### src/rtl/fifo_wptr_ctrl_if.sv
// Write-side bundle between the write requester / sync-flop pair and fifo_wptr_ctrl.
// The controller uses the slave view. The requester or testbench uses the master view.
interface fifo_wptr_ctrl_if #(
    parameter int unsigned ADDR_WIDTH = 3
);
    logic                  w_en;
    logic [ADDR_WIDTH:0]   wq2_rptr;
    logic [ADDR_WIDTH-1:0] waddr;
    logic [ADDR_WIDTH:0]   wptr;
    logic                  full;
    logic                  almost_full;
    logic [ADDR_WIDTH:0]   wr_count;
    logic                  wr_ack;
    logic                  overflow;

    modport master (
        output w_en, wq2_rptr,
        input  waddr, wptr, full, almost_full, wr_count, wr_ack, overflow
    );

    modport slave (
        input  w_en, wq2_rptr,
        output waddr, wptr, full, almost_full, wr_count, wr_ack, overflow
    );
endinterface

### src/rtl/fifo_wptr_ctrl.sv
// Async-FIFO write-side pointer/flag controller.
// It produces the Gray write pointer and full, almost-full, occupancy and overflow status against the synchronized read pointer.
module fifo_wptr_ctrl #(
    parameter int unsigned ADDR_WIDTH   = 3,
    parameter int unsigned AFULL_THRESH = 6
) (
    input  logic             clk,
    input  logic             rst_n,
    fifo_wptr_ctrl_if.slave  wif
);
    localparam int unsigned    PW   = ADDR_WIDTH + 1;
    localparam logic [PW-1:0]  AF_T = PW'(AFULL_THRESH);

    logic [PW-1:0] wbin_q, wbin_d;
    logic [PW-1:0] wptr_q, wptr_d;
    logic [PW-1:0] wr_count_q, wr_count_d;
    logic [PW-1:0] rbin;
    logic          full_q, full_d;
    logic          afull_q, afull_d;
    logic          ack_q, ack_d;
    logic          ovf_q, ovf_d;
    logic          push;

    // Each binary bit j is the XOR of Gray bits j and above.
    // This gives the same result as the MSB-down XOR chain.
    always_comb begin
        rbin = '0;
        for (int unsigned j = 0; j < PW; j++) begin
            rbin[j] = ^(wif.wq2_rptr >> j);
        end
    end

    always_comb begin
        push       = wif.w_en & ~full_q;
        wbin_d     = wbin_q + {{ADDR_WIDTH{1'b0}}, push};
        wptr_d     = wbin_d ^ (wbin_d >> 1);
        wr_count_d = wbin_d - rbin;
        // Full when the Gray pointers differ only in their top two bits.
        full_d     = (wptr_d == {~wif.wq2_rptr[PW-1:PW-2], wif.wq2_rptr[PW-3:0]});
        afull_d    = (wr_count_d >= AF_T);
        ack_d      = push;
        ovf_d      = ovf_q | (wif.w_en & full_q);
    end

    always_ff @(posedge clk or negedge rst_n) begin
        if (!rst_n) begin
            wbin_q     <= '0;
            wptr_q     <= '0;
            wr_count_q <= '0;
            full_q     <= 1'b0;
            afull_q    <= 1'b0;
            ack_q      <= 1'b0;
            ovf_q      <= 1'b0;
        end else begin
            wbin_q     <= wbin_d;
            wptr_q     <= wptr_d;
            wr_count_q <= wr_count_d;
            full_q     <= full_d;
            afull_q    <= afull_d;
            ack_q      <= ack_d;
            ovf_q      <= ovf_d;
        end
    end

    assign wif.waddr       = wbin_q[ADDR_WIDTH-1:0];
    assign wif.wptr        = wptr_q;
    assign wif.full        = full_q;
    assign wif.almost_full = afull_q;
    assign wif.wr_count    = wr_count_q;
    assign wif.wr_ack      = ack_q;
    assign wif.overflow    = ovf_q;
endmodule

### src/flat_wrapper.sv
// flat-port wrapper written by rule: the top's interface ports become plain ports
module fifo_wptr_ctrl_flat 
#(
    parameter int unsigned ADDR_WIDTH   = 3,
    parameter int unsigned AFULL_THRESH = 6
)
  (clk, rst_n, wif_w_en, wif_wq2_rptr, wif_waddr, wif_wptr, wif_full, wif_almost_full, wif_wr_count, wif_wr_ack, wif_overflow);
  fifo_wptr_ctrl_if #(.ADDR_WIDTH(ADDR_WIDTH)) wif_i ();
  input  logic clk;
  input  logic rst_n;
  input wire logic [$bits(wif_i.w_en)-1:0] wif_w_en;
  input wire logic [$bits(wif_i.wq2_rptr)-1:0] wif_wq2_rptr;
  output wire logic [$bits(wif_i.waddr)-1:0] wif_waddr;
  output wire logic [$bits(wif_i.wptr)-1:0] wif_wptr;
  output wire logic [$bits(wif_i.full)-1:0] wif_full;
  output wire logic [$bits(wif_i.almost_full)-1:0] wif_almost_full;
  output wire logic [$bits(wif_i.wr_count)-1:0] wif_wr_count;
  output wire logic [$bits(wif_i.wr_ack)-1:0] wif_wr_ack;
  output wire logic [$bits(wif_i.overflow)-1:0] wif_overflow;
  assign wif_i.w_en = wif_w_en;
  assign wif_i.wq2_rptr = wif_wq2_rptr;
  assign wif_waddr = wif_i.waddr;
  assign wif_wptr = wif_i.wptr;
  assign wif_full = wif_i.full;
  assign wif_almost_full = wif_i.almost_full;
  assign wif_wr_count = wif_i.wr_count;
  assign wif_wr_ack = wif_i.wr_ack;
  assign wif_overflow = wif_i.overflow;
  fifo_wptr_ctrl #(.ADDR_WIDTH(ADDR_WIDTH), .AFULL_THRESH(AFULL_THRESH)) u_core (.clk(clk), .rst_n(rst_n), .wif(wif_i));
endmodule
### config.mk
export PLATFORM = sky130hd
export DESIGN_NAME = fifo_wptr_ctrl_flat
export DESIGN_NICKNAME = d
export VERILOG_FILES = /design/src/rtl/fifo_wptr_ctrl_if.sv /design/src/rtl/fifo_wptr_ctrl.sv /design/src/flat_wrapper.sv
export SDC_FILE = /design/constraint.sdc
export NUM_CORES = 1
export LEC_CHECK = 0
export BUFFER_PORTS_ARGS = -buffer_cell sky130_fd_sc_hd__buf_2
export CAP_MARGIN = 20
export CORE_MARGIN = 1
export CORE_UTILIZATION = 44
export DETAILED_ROUTE_END_ITERATION = 16
export PLACE_DENSITY = 0.81
export SLEW_MARGIN = 20
export SYNTH_ARGS = -nofsm -noshare
export SYNTH_HDL_FRONTEND = slang
export SYNTH_SLANG_ARGS = --single-unit
### constraint.sdc
create_clock -name clk -period 2.05 [get_ports clk]
set_input_delay 0.205 -clock clk [delete_from_list [all_inputs] [get_ports clk]]
set_output_delay 0.205 -clock clk [all_outputs]
set_load 0.02 [all_outputs]
### Word level (Yosys, flattened, before mapping)

Index checks and enable logic that the tools add are counted.

| operators by class | value |
|---|---|
| equal/unequal tests | 1 |
| add/sub/neg operators | 2 |
| magnitude comparators | 1 |
| bitwise gates (word level) | 6 |
| reduce and logical (&&, ||, !) cells | 4 |

Operators by type and width:

| kind | count |
|---|---|
| XOR reduction 4 bit | 4 |
| adder 4 x 1 -> 4 bit | 1 |
| == test 4 bit | 1 |
| greater-or-equal comparator 4 x 3 -> 1 bit (second input constant) | 1 |
| subtractor 4 bit | 1 |
| XOR 4 x 3 -> 4 bit | 1 |
| AND 1 bit | 2 |
| NOT 2 bit | 1 |
| NOT 1 bit | 1 |
| OR 1 bit | 1 |

| storage, ports and cells | value |
|---|---|
| input bits | 7 |
| register bits | 16 |

### Logic depth before layout (Yosys ltp)

Gate-level depths: netlist (run 1).

| depth | value |
|---|---|
| word-level depth | 5 |
| gate-level depth with buffers | 8 |
| depth with buffers taken out | 8 |

### Least setup slack after synthesis (run 1)

OpenSTA, ideal clock, no wires.

| path | value |
|---|---|
| path type | flip-flop to flip-flop |
| start point | register u_core.full_q, in the netlist u_core.wif.full |
| end point | register u_core.afull_q, in the netlist u_core.wif.almost_full |
| period minus slack after synthesis | 2.211 ns |
| data required time | 1.920 ns |
| path slack | -0.161 ns |
| cell stages (with the launch flop) | 9 |
| buffers on the path | 0 |
| setup time | 0.130 ns |
| arrival time | 2.081 ns |
| path through | dfrtp_1 > nor2b_1 > ha_1 > ha_1 > inv_1 > fa_1 > inv_1 > a22oi_1 > o211ai_2 |

| on the way | value |
|---|---|
| cells in the longest elaborated chain, start to end | 5 |

RTL lines:

| element | RTL line | RTL |
|---|---|---|
| start, declared | fifo_wptr_ctrl.sv:18 | `logic full_q, full_d;` |
| start signal, assigned | fifo_wptr_ctrl.sv:58 | `full_q <= full_d;` |
| NOT 1 bit | fifo_wptr_ctrl.sv:34 | `push = wif.w_en & ~full_q;` |
| AND 1 bit | fifo_wptr_ctrl.sv:34 |  |
| via u_core.ack_d | fifo_wptr_ctrl.sv:20 | `logic ack_q, ack_d;` |
| adder 4 x 1 -> 4 bit | fifo_wptr_ctrl.sv:35 | `wbin_d = wbin_q + {{ADDR_WIDTH{1'b0}}, push};` |
| via u_core.wbin_d[1] | fifo_wptr_ctrl.sv:14 | `logic [PW-1:0] wbin_q, wbin_d;` |
| subtractor 4 bit | fifo_wptr_ctrl.sv:37 | `wr_count_d = wbin_d - rbin;` |
| via u_core.wr_count_d[1] | fifo_wptr_ctrl.sv:16 | `logic [PW-1:0] wr_count_q, wr_count_d;` |
| greater-or-equal comparator 4 x 3 -> 1 bit | fifo_wptr_ctrl.sv:40 | `afull_d = (wr_count_d >= AF_T);` |
| via u_core.afull_d | fifo_wptr_ctrl.sv:19 | `logic afull_q, afull_d;` |
| end signal, assigned | fifo_wptr_ctrl.sv:59 | `afull_q <= afull_d;` |
| end, declared | fifo_wptr_ctrl.sv:19 |  |

The timed path passes the listed nets, and every way through them passes these cells.

### Worst setup path in the final report (run 1)

Ends and elaborated chain as after synthesis.

==> impl_metrics.py, run 1 <==
metrics = {
    "critical_path": {
        "cp.arrival_ps": 2150,
        "required_ps": 2220,
        "r2r-start": "u_core.wif.full",
        "end_kind": "flop",
        "crit_fanout": 3,
        "crit_type": "reg2reg",
        "startpoint": "u_core.wif.full",
        "rr_worst_depth": 8,
        "critPathLaunchType": "flop",
    },
    "sta": {
        "worstMarginPinSlew_ps": 558,
        "slew_viol_final": 0,
        "hold_viol_final": 0,
        "setup_ws_ps": 65.1,
        "skew_ps": 3.41,
        "rsz0062_at_grt": "false",
        "period_minus_slack_ps": 1980,
        "period_share_pct": 96.8,
        "slew-limit-headroom_pct": 62.5,
        "setup_viol": 0,
        "max_freq_mhz": 504,
    },
    "placed_design": {
        "gp_congestion": 0.828,
        "io_buffers": 21,
        "dp_hpwl_mm": 1.15,
        "place_ws_ps": -86.9,
        "dp_cells": 105,
    },
    "final_layout": {
        "diodes": 0,
        "regArea_um2": 377,
        "fillers": 120,
        "mostFrequentLayoutCell": "buf_2",
        "nets": 108,
        "final_cell_mix": "21 x buf_2, 14 x dfrtp_1, 10 x buf_4, 7 x xnor2_1, 7 x xor2_1",
        "drive_gt1_share_pct": 47.9,
        "multiInputGateArea_um2": 382,
        "syn2layout_area_growth_pct": 37.4,
        "layout.cells.non_filler": 110,
    },
    "synthesis": {
        "synth.area.top_cells": "dfrtp_1 51%, ha_1 8.4%, xnor2_1 8.2%",
        "synth_edf_count": 0,
        "syn_inst": 58,
        "ys_seq_area_share_pct": 50.5,
        "netlist.top_cell.by_area": "dfrtp_1",
        "ys_ff_latch": 15,
        "syn_nets": 71,
        "synth_top_area_share_pct": 50.5,
        "synth.distinct_cells": 19,
        "synth_area_per_cell_um2": 12.8,
        "ys_warn_count": 0,
        "synth_area_um2": 743,
        "yosys_most_used_dff": "dfrtp_1",
        "async_reset_ff_share_pct": 100,
    },
    "hold_path": {
        "hold_start": "wif_w_en",
        "holdPathStages": 2,
        "hold_class": "in2reg",
    },
    "cts": {
        "cts_sinks": 15,
        "cts_buffer_depth": 2,
        "cts_tree": "done",
        "cts_buffers": 3,
        "cts_setup_buffers": 0,
        "root_buffer": "clkbuf_4",
        "clkTransAtPathRegs_ps": 80,
        "htreeDepth": 1,
        "insertion_delay_ps": 280,
    },
    "grt": {
        "antenna_found_initial": 0,
        "track_usage_pct": 18.6,
        "grt_pass1_vias": 581,
        "overflow": 0,
        "grt_start_max_net_pins": 16,
        "grt_pass1_wl_mm": 2.49,
    },
    "drt": {
        "drt-pass1-iter-count": 4,
        "drc": 0,
        "via_per_inst": 4.91,
        "vias": 540,
        "drtIter0Drc": 6,
        "detail-route-antenna-nets": 0,
        "totalWireLength_mm": 1.44,
        "wl_per_cell_um": 13.1,
    },
    "floorplanning": {
        "core_mm2": 0.00154,
        "initial_core_util_pct": 48.2,
        "die_w_um": 43.1,
        "die_h_um": 43.1,
        "io_pins": 22,
        "rows": 14,
        "design.die.area_mm2": 0.00186,
    },
    "job": {
        "drv_cap": 0,
    },
    "status": {
        "status": "complete, no violations",
    },
}
## through the flow
step / util, % / hold WS, ps / instance area (um2) / TNS (ps)
2_1_floorplan: - / -90.6 / 759 / 0
3_3_place_gp: 62.3 / 114 / 960 / -4.76
3_5_place_dp: 62.3 / 122 / 960 / -86.9
4_1_cts: 65.1 / 130 / 1000 / 0
5_1_grt: 66.2 / 136 / 1020 / 0
6_report: 66.2 / 142 / 1020 / 0
## layout make-up
| type | instances | share of cell area (%) |
|---|---|---|
| repair buffers | 32 | 18.6 |
| clock buffers | 4 | 2.57 |
| flip-flops and latches | 15 | 36.9 |
| multi-input cells | 36 | 37.4 |
| inverters | 7 | 2.57 |
| well taps | 16 | 1.96 |
## worst max-delay path, cell delays in order (launching register included)
cell      delay [ps]
dfrtp_2          430
nor2b_4          150
ha_4             150
inv_1             40
ha_2             190
fa_1             590
inv_2             60
a22oi_2          160
o211ai_2          80
## sequential cells by signal (all words and copies together) (netlist names)
register                flops
u_core.wif.almost_full      1
u_core.wif.wr_count         4
u_core.wif.wptr             3
u_core.wif.overflow         1
u_core.wif.wr_ack           1
u_core.wif.full             1
u_core.wbin_q               4
## synthesized netlist by cell type (2+ instances only)
master and number:
ha_1 5, dfrtp_1 15, inv_1 7, xnor2_1 7, xor2_1 7, a21oi_1 2, a21o_1 2, nor3_1 2
## path summary, 6_finish.rpt
kind                                     endpoint  slack (ps)
setup / recovery           u_core.wif.almost_full          70
hold / removal                u_core.wif.overflow         140
setup reg to reg           u_core.wif.almost_full          70
hold reg to reg               u_core.wif.overflow         470
max in group asynchronous         u_core.wif.full        1440
min in group asynchronous  u_core.wif.wr_count[1]         350
## cells by family (layout without fill, tap and decap cells)
logic type | count (synthesis) | after routing | share of synthesized area (%)
and+or+nand+nor | 5 | 5 | 4.38
DFF | 15 | 15 | 50.5
adders and majority gates | 6 | 6 | 11.1
xor gates and xnor gates | 16 | 16 | 20.9
buffers and inverters | 7 | 43 | 3.54
AOI/OAI and AO/OA | 9 | 9 | 9.60
## timing repair
action                                 in CTS  in global routing
endpoints found under the hold margin      15                  0
gates resized for setup                     2                  4
setup endpoints to repair                   1                  1
hold buffers                                1                  0
pin swaps                                   2                  4
## per-layer routing
metal  GRT usage, %  part of all wire, %  vias up
li1               -                    -      263
met2           29.3                   55       13
met1           22.1                   40      260
met3           2.13                  1.9        4
met5              0                    0        -
met4           15.8                  2.4        0
Power of run 1 is left out: the tool's default activity adds up to more than one toggle a clock period on the data nets, which glitch-free logic cannot reach.
==> run 2: changes to the inputs <==
--- a/config.mk
+++ b/config.mk
@@ -8,9 +8,10 @@
 export BUFFER_PORTS_ARGS = -buffer_cell sky130_fd_sc_hd__buf_2
 export CAP_MARGIN = 20
 export CORE_MARGIN = 1
-export CORE_UTILIZATION = 44
+export CORE_UTILIZATION = 52
 export DETAILED_ROUTE_END_ITERATION = 16
-export PLACE_DENSITY = 0.81
+export GPL_ROUTABILITY_DRIVEN = 1
+export PLACE_DENSITY = 0.89
 export SLEW_MARGIN = 20
 export SYNTH_ARGS = -nofsm -noshare
 export SYNTH_HDL_FRONTEND = slang
==> constraint.sdc (replaced) <==
create_clock -name clk -period 2.54 [get_ports clk]
set_input_delay 0.254 -clock clk [delete_from_list [all_inputs] [get_ports clk]]
set_output_delay 0.254 -clock clk [all_outputs]
set_load 0.02 [all_outputs]
==> run 2 against run 1 <==
First-iteration DRC count is 33% lower; sequential share of layout area is 4.0 points higher; die area is 15% lower.
==> impl_metrics.py, run 2 (synthesized netlist as in run 1, its figures left out) <==
metrics = {
    "critical_path": {
        "rr_worst_depth": 8,
        "cp.arrival_ps": 2350,
        "cpMaxStageDelayCell": "dfrtp_1",
        "crit_fanout": 5,
        "crit_chain": "nor2b_1 -> ha_1 -> ha_1 -> buf_4 -> ha_1 -> a21o_1 -> a21oi_1 -> xor2_1",
        "r2r_setup_slack_ps": 390,
        "crit_type": "reg2reg",
        "end_kind": "flop",
        "timing.rr.end": "u_core.wif.wr_count[3]",
        "r2r-start": "u_core.wif.full",
        "required_ps": 2740,
        "cp_slowest_stage_delay_ps": 390,
        "critPathLaunchType": "flop",
        "crit_top_cell": "ha_1",
        "startpoint": "u_core.wif.full",
    },
    "final_layout": {
        "final_core_util_pct": 69.7,
        "drive_gt1_share_pct": 34.9,
        "multiInputGateArea_um2": 342,
        "final_cell_mix": "21 x buf_2, 15 x dfrtp_1, 7 x xnor2_1, 7 x xor2_1, 7 x inv_1",
        "layout.cells.non_filler": 101,
        "diodes": 0,
        "regArea_um2": 375,
        "fillers": 89,
        "syn2layout_area_growth_pct": 23.6,
        "nets": 100,
        "mostFrequentLayoutCell": "buf_2",
    },
    "floorplanning": {
        "design.die.area_mm2": 0.00158,
        "core_mm2": 0.00132,
        "die_w_um": 39.8,
        "rows": 13,
        "die_h_um": 39.8,
        "io_pins": 22,
        "initial_core_util_pct": 56.4,
    },
    "grt": {
        "grt_pass1_wl_mm": 2.00,
        "grt_start_max_net_pins": 16,
        "antenna_found_initial": 0,
        "grt_pass1_vias": 448,
        "overflow": 0,
        "track_usage_pct": 20.5,
    },
    "placed_design": {
        "dp_cells": 96,
        "dp_hpwl_mm": 1.09,
        "io_buffers": 21,
        "gp_congestion": 0.787,
    },
    "sta": {
        "rsz0062_at_grt": "false",
        "slew-limit-headroom_pct": 67.3,
        "period_minus_slack_ps": 2150,
        "period_share_pct": 84.7,
        "skew_ps": 3.99,
        "worstMarginPinSlew_ps": 486,
        "max_freq_mhz": 465,
        "setup_viol": 0,
        "setup_tns_ps": 0,
        "slew_viol_final": 0,
        "hold_viol_final": 0,
    },
    "hold_path": {
        "hold_class": "in2reg",
        "hold_path_end": "u_core.wif.overflow",
        "holdPathStages": 2,
        "hold_start": "wif_w_en",
    },
    "cts": {
        "cts_buffers": 3,
        "root_buffer": "clkbuf_4",
        "htreeDepth": 1,
        "clkTransAtPathRegs_ps": 80,
        "cts_resized": 0,
        "cts_tree": "done",
        "cts_setup_buffers": 0,
        "insertion_delay_ps": 280,
        "cts_sinks": 15,
        "cts_buffer_depth": 2,
    },
    "status": {
        "status": "complete, no violations",
    },
    "drt": {
        "drc": 0,
        "via_per_inst": 5.06,
        "detail-route-antenna-nets": 0,
        "vias": 511,
        "wl_per_cell_um": 13.1,
        "totalWireLength_mm": 1.32,
        "drt-pass1-iter-count": 2,
        "drtIter0Drc": 4,
    },
    "job": {
        "drv_cap": 0,
    },
}
[run 2: changes by cell type in the layout (fill, tap and decap cells not counted), sizes merged]
cell  delta
buf      -8
[run 2: timing repair]
item,4_1_cts,5_1_grt
hold buffers,1,0
setup endpoints to repair,0,0
endpoints found under the hold margin,15,0
[run 2: metal layers]
layer	vias to the layer above	track usage [%]	wire length, um	part of all wire [%]
met5	-	0	0	0
met2	16	30.7	715	54
met1	243	28.0	573	43
met3	0	1.70	32	2.4
li1	252	-	-	-
met4	0	12.9	0	0
[run 2: how the worst max path moves through the flow]
stage / end / slack (ps) / depth (start not counted)
after floorplan: u_core.wif.almost_full / 330 / 8
final: u_core.wif.wr_count[3] / 390 / 8
after global routing: u_core.wif.wr_count[3] / 260 / 8
after CTS: u_core.wif.wr_count[3] / 400 / 8
after detailed placement: u_core.wif.almost_full / 310 / 9
after global placement: u_core.wif.almost_full / 400 / 9
[run 2: worst max-delay path: cells and delay by family, from the launching register on]
kind	cells	cell delay, ps
AO/OA/AOI/OAI	2	360
XOR/XNOR	1	190
adder cells (fa/ha/maj)	3	800
buffers and inverters	1	160
flip-flops	1	390
AND/OR/NAND/NOR	1	170
[run 2: per-stage QoR]
stage | hold slack [ps] | area (um2) | setup slack [ps]
floorplan | -41.6 | 743 | 329
global placement | 159 | 882 | 403
detailed placement | 169 | 882 | 311
CTS | 183 | 918 | 403
global route | 175 | 918 | 264
finish | 192 | 918 | 389
[run 2: layout make-up]
cell class / instances / share of cell area (%)
Sequential cell: 15 / 40.9
Tap cell: 15 / 2.04
Timing Repair Buffer: 24 / 14.2
Clock buffer: 4 / 2.86
Multi-Input combinational cell: 36 / 37.2
Inverter: 7 / 2.86
Power of run 2 is left out for the same reason.
==> run 3: changes to the inputs <==
--- a/config.mk
+++ b/config.mk
@@ -5,13 +5,14 @@
 export SDC_FILE = /design/constraint.sdc
 export NUM_CORES = 1
 export LEC_CHECK = 0
+export ABC_AREA = 1
 export BUFFER_PORTS_ARGS = -buffer_cell sky130_fd_sc_hd__buf_2
 export CAP_MARGIN = 20
 export CORE_MARGIN = 1
-export CORE_UTILIZATION = 52
+export CORE_UTILIZATION = 44
 export DETAILED_ROUTE_END_ITERATION = 16
 export GPL_ROUTABILITY_DRIVEN = 1
-export PLACE_DENSITY = 0.89
+export PLACE_DENSITY = 0.81
 export SLEW_MARGIN = 20
 export SYNTH_ARGS = -nofsm -noshare
 export SYNTH_HDL_FRONTEND = slang
==> constraint.sdc (replaced) <==
create_clock -name clk -period 1.75 [get_ports clk]
set_input_delay 0.175 -clock clk [delete_from_list [all_inputs] [get_ports clk]]
set_output_delay 0.175 -clock clk [all_outputs]
set_load 0.02 [all_outputs]
==> run 3 against run 2 <==
Area after synthesis increased by 5.2%; core utilization up 0.14 points; cell count increased by 36%; largest cell class is now multi-input combinational cells; the run now ends with design-rule violations, negative setup slack left.
==> impl_metrics.py, run 3 <==
metrics = {
    "hold_path": {
        "hold_start": "wif_w_en",
        "hold_class": "in2reg",
        "hold_path_end": "u_core.wif.overflow",
        "holdPathStages": 2,
    },
    "placed_design": {
        "io_buffers": 21,
        "place_ws_ps": -19.4,
        "gp_congestion": 0.910,
        "dp_hpwl_mm": 1.26,
        "dpl_cell_area_um2": 996,
    },
    "final_layout": {
        "syn2layout_area_growth_pct": 40.8,
        "final_core_util_pct": 69.8,
        "diodes": 0,
        "drive_gt1_share_pct": 46.3,
        "final_cell_mix": "21 x buf_2, 20 x nand2_1, 13 x dfrtp_1, 11 x inv_1, 10 x nand3_1",
        "mostFrequentLayoutCell": "buf_2",
        "nets": 135,
        "fin_area_mm2": 0.00110,
    },
    "power_and_ir_drop": {
        "power_frac_seq_pct": 25.6,
        "p_clk_share_pct": 7.8,
        "internal-power_mw": 1.32,
        "irDropWorstVdd_uv": 1080,
        "powerDensity_mw_per_mm2": 2250,
        "p_comb_share_pct": 66.6,
        "switching_share_pct": 46.9,
        "p_leak_nw": 0.588,
        "switchingPower_mw": 1.16,
    },
    "drt": {
        "detail-route-antenna-nets": 0,
        "totalWireLength_mm": 1.70,
        "via_per_inst": 5.05,
        "wl_per_cell_um": 12.4,
        "drc": 1,
        "vias": 692,
        "drt-pass1-iter-count": 11,
        "drtIter0Drc": 19,
    },
    "critical_path": {
        "crit_type": "reg2reg",
        "crit_top_cell": "ha_4",
        "critPathTopFamily": "adder cells",
        "timing.rr.end": "u_core.wif.almost_full",
        "rr_worst_depth": 7,
        "cp_slowest_stage_delay_ps": 520,
        "critPathLaunchType": "flop",
        "cp.arrival_ps": 1930,
        "crit_buf_inv": 2,
        "end_kind": "flop",
        "cpMaxStageDelayCell": "fa_2",
        "r2r_setup_slack_ps": -20,
        "crit_fanout": 4,
        "r2r-start": "u_core.wbin_q[0]",
        "crit_chain": "ha_4 -> ha_4 -> inv_4 -> fa_2 -> inv_2 -> nand2_1 -> nand3_1",
        "required_ps": 1910,
    },
    "synthesis": {
        "synth.area.top_cells": "dfrtp_1 48%, nand2_1 10%, ha_1 8.0%",
        "ys_seq_area_share_pct": 48.0,
        "netlist.top_cell.by_area": "dfrtp_1",
        "synth_top_area_share_pct": 48.0,
        "async_reset_ff_share_pct": 100,
        "synth_edf_count": 0,
        "synth_area_per_cell_um2": 9.09,
        "syn_nets": 99,
        "synth.distinct_cells": 17,
        "ys_warn_count": 0,
        "yosys_most_used_dff": "dfrtp_1",
        "ys_ff_latch": 15,
        "post-synth-top-count-cell": "nand2_1",
        "synth_commonest_cells": "21 x nand2_1, 15 x dfrtp_1, 15 x inv_1, 10 x nand3_1, 5 x ha_1",
        "syn_inst": 86,
        "synth_area_um2": 782,
    },
    "sta": {
        "period_minus_slack_ps": 1770,
        "setup_ws_ps": -24.3,
        "rsz0062_at_grt": "true",
        "max_freq_mhz": 564,
        "slew_viol_final": 0,
        "worstMarginPinSlew_ps": 330,
        "hold_viol_final": 0,
        "setup_tns_ps": -24.3,
        "period_share_pct": 101,
        "timing.hold.ws_ps": 111,
        "slew-limit-headroom_pct": 78.0,
        "skew_ps": 0.336,
        "setup_viol": 1,
    },
    "cts": {
        "cts_buffer_depth": 2,
        "cts_sinks": 15,
        "cts_tree": "done",
        "cts_buffers": 3,
        "insertion_delay_ps": 270,
        "clkTransAtPathRegs_ps": 90,
        "htreeDepth": 1,
        "root_buffer": "clkbuf_4",
    },
    "floorplanning": {
        "core_mm2": 0.00158,
        "io_pins": 22,
        "design.die.area_mm2": 0.00195,
        "die_w_um": 44.2,
        "initial_core_util_pct": 49.6,
        "rows": 14,
        "die_h_um": 44.2,
    },
    "status": {
        "violations": "design-rule violations, negative setup slack",
        "status": "finished with violations",
    },
    "grt": {
        "grt_pass1_wl_mm": 2.69,
        "grt_start_max_net_pins": 16,
        "grt_pass1_vias": 644,
        "overflow": 0,
        "antenna_found_initial": 0,
        "track_usage_pct": 19.3,
    },
    "job": {
        "drv_cap": 0,
    },
}
[run 3: cell count changes after synthesis, moves of 4 or more]
| cell | previous run | this run |
|---|---|---|
| xnor2_1 | 7 | 3 |
| xor2_1 | 7 | 2 |
| nand3_1 | 0 | 10 |
| inv_1 | 7 | 15 |
| nand2_1 | 0 | 21 |
| nand2_2 | 0 | 4 |
[run 3: per-stage QoR]
step / power [mW] / std cells
3_3_place_gp: 2.03 / 127
3_5_place_dp: 2.08 / 127
2_1_floorplan: 1.68 / 86
4_1_cts: 2.39 / 137
5_1_grt: 2.68 / 137
6_report: 2.48 / 137
[run 3: what timing repair did]
action | in CTS | in global routing
pin swaps | 5 | 7
setup buffers | 5 | 0
hold buffers | 1 | 0
endpoints found under the setup margin | 2 | 3
hold endpoints to repair | 15 | 0
gates resized for setup | 2 | 5
[run 3: cell type report]
cell class                 count  area [um2]
clock buffer                   4        26.3
fill                         124         475
inverter                      16        62.6
multi-input combinational     55         432
sequential                    15         378
tap                           16        20.0
timing repair buffer          31         183
[run 3: metal layers]
metal / vias to the layer above / routed length (um) / track usage [%]
met4: 0 / 27 / 10.9
met1: 327 / 710 / 25.5
met3: 2 / 85 / 2.45
met5: - / 0 / 0
met2: 25 / 871 / 30.6
li1: 338 / - / -
[run 3: how the worst max path moves through the flow]
stage,from,endpoint,slack (ps),cells after the start
CTS,u_core.wif.full,u_core.wif.almost_full,0.9,8
floorplan,u_core.wif.full,u_core.wif.almost_full,-20,10
global route,u_core.wif.full,u_core.wif.almost_full,-90,11
finish,u_core.wbin_q[0],u_core.wif.almost_full,-20,7
detailed placement,u_core.wif.full,u_core.wif.almost_full,-20,10
global placement,wif_wq2_rptr[3],u_core.wif.almost_full,5,9
[run 3: kinds of logic (layout without fill, tap and decap cells)]
| logic type | count (synthesis) | count (layout) | share of synthesized area, % |
|---|---|---|---|
| AOI/OAI and AO/OA | 3 | 3 | 2.56 |
| xor gates and xnor gates | 6 | 6 | 7.68 |
| adders and majority gates | 6 | 6 | 10.6 |
| buffers and inverters | 16 | 51 | 7.68 |
| DFF | 15 | 15 | 48.0 |
| and+or+nand+nor | 40 | 40 | 23.5 |
[run 3: power groups by stage]
stage | Clock [mW] | Combinational [mW] | Sequential, mW
after floorplan | 0 | 0.831 | 0.845
after global placement | 0 | 1.40 | 0.630
after detailed placement | 0 | 1.44 | 0.637
after CTS | 0.199 | 1.56 | 0.630
after global routing | 0.211 | 1.81 | 0.656
final | 0.193 | 1.65 | 0.635
[run 3: worst register-to-register path: stages, from the launching register on]
cell and delay, ps:
dfrtp_2 430, ha_4 170, ha_4 310, inv_4 50, fa_2 520, inv_2 40, nand2_1 60, nand3_1 80
Note: power is estimated with default switching activity, not from simulation.
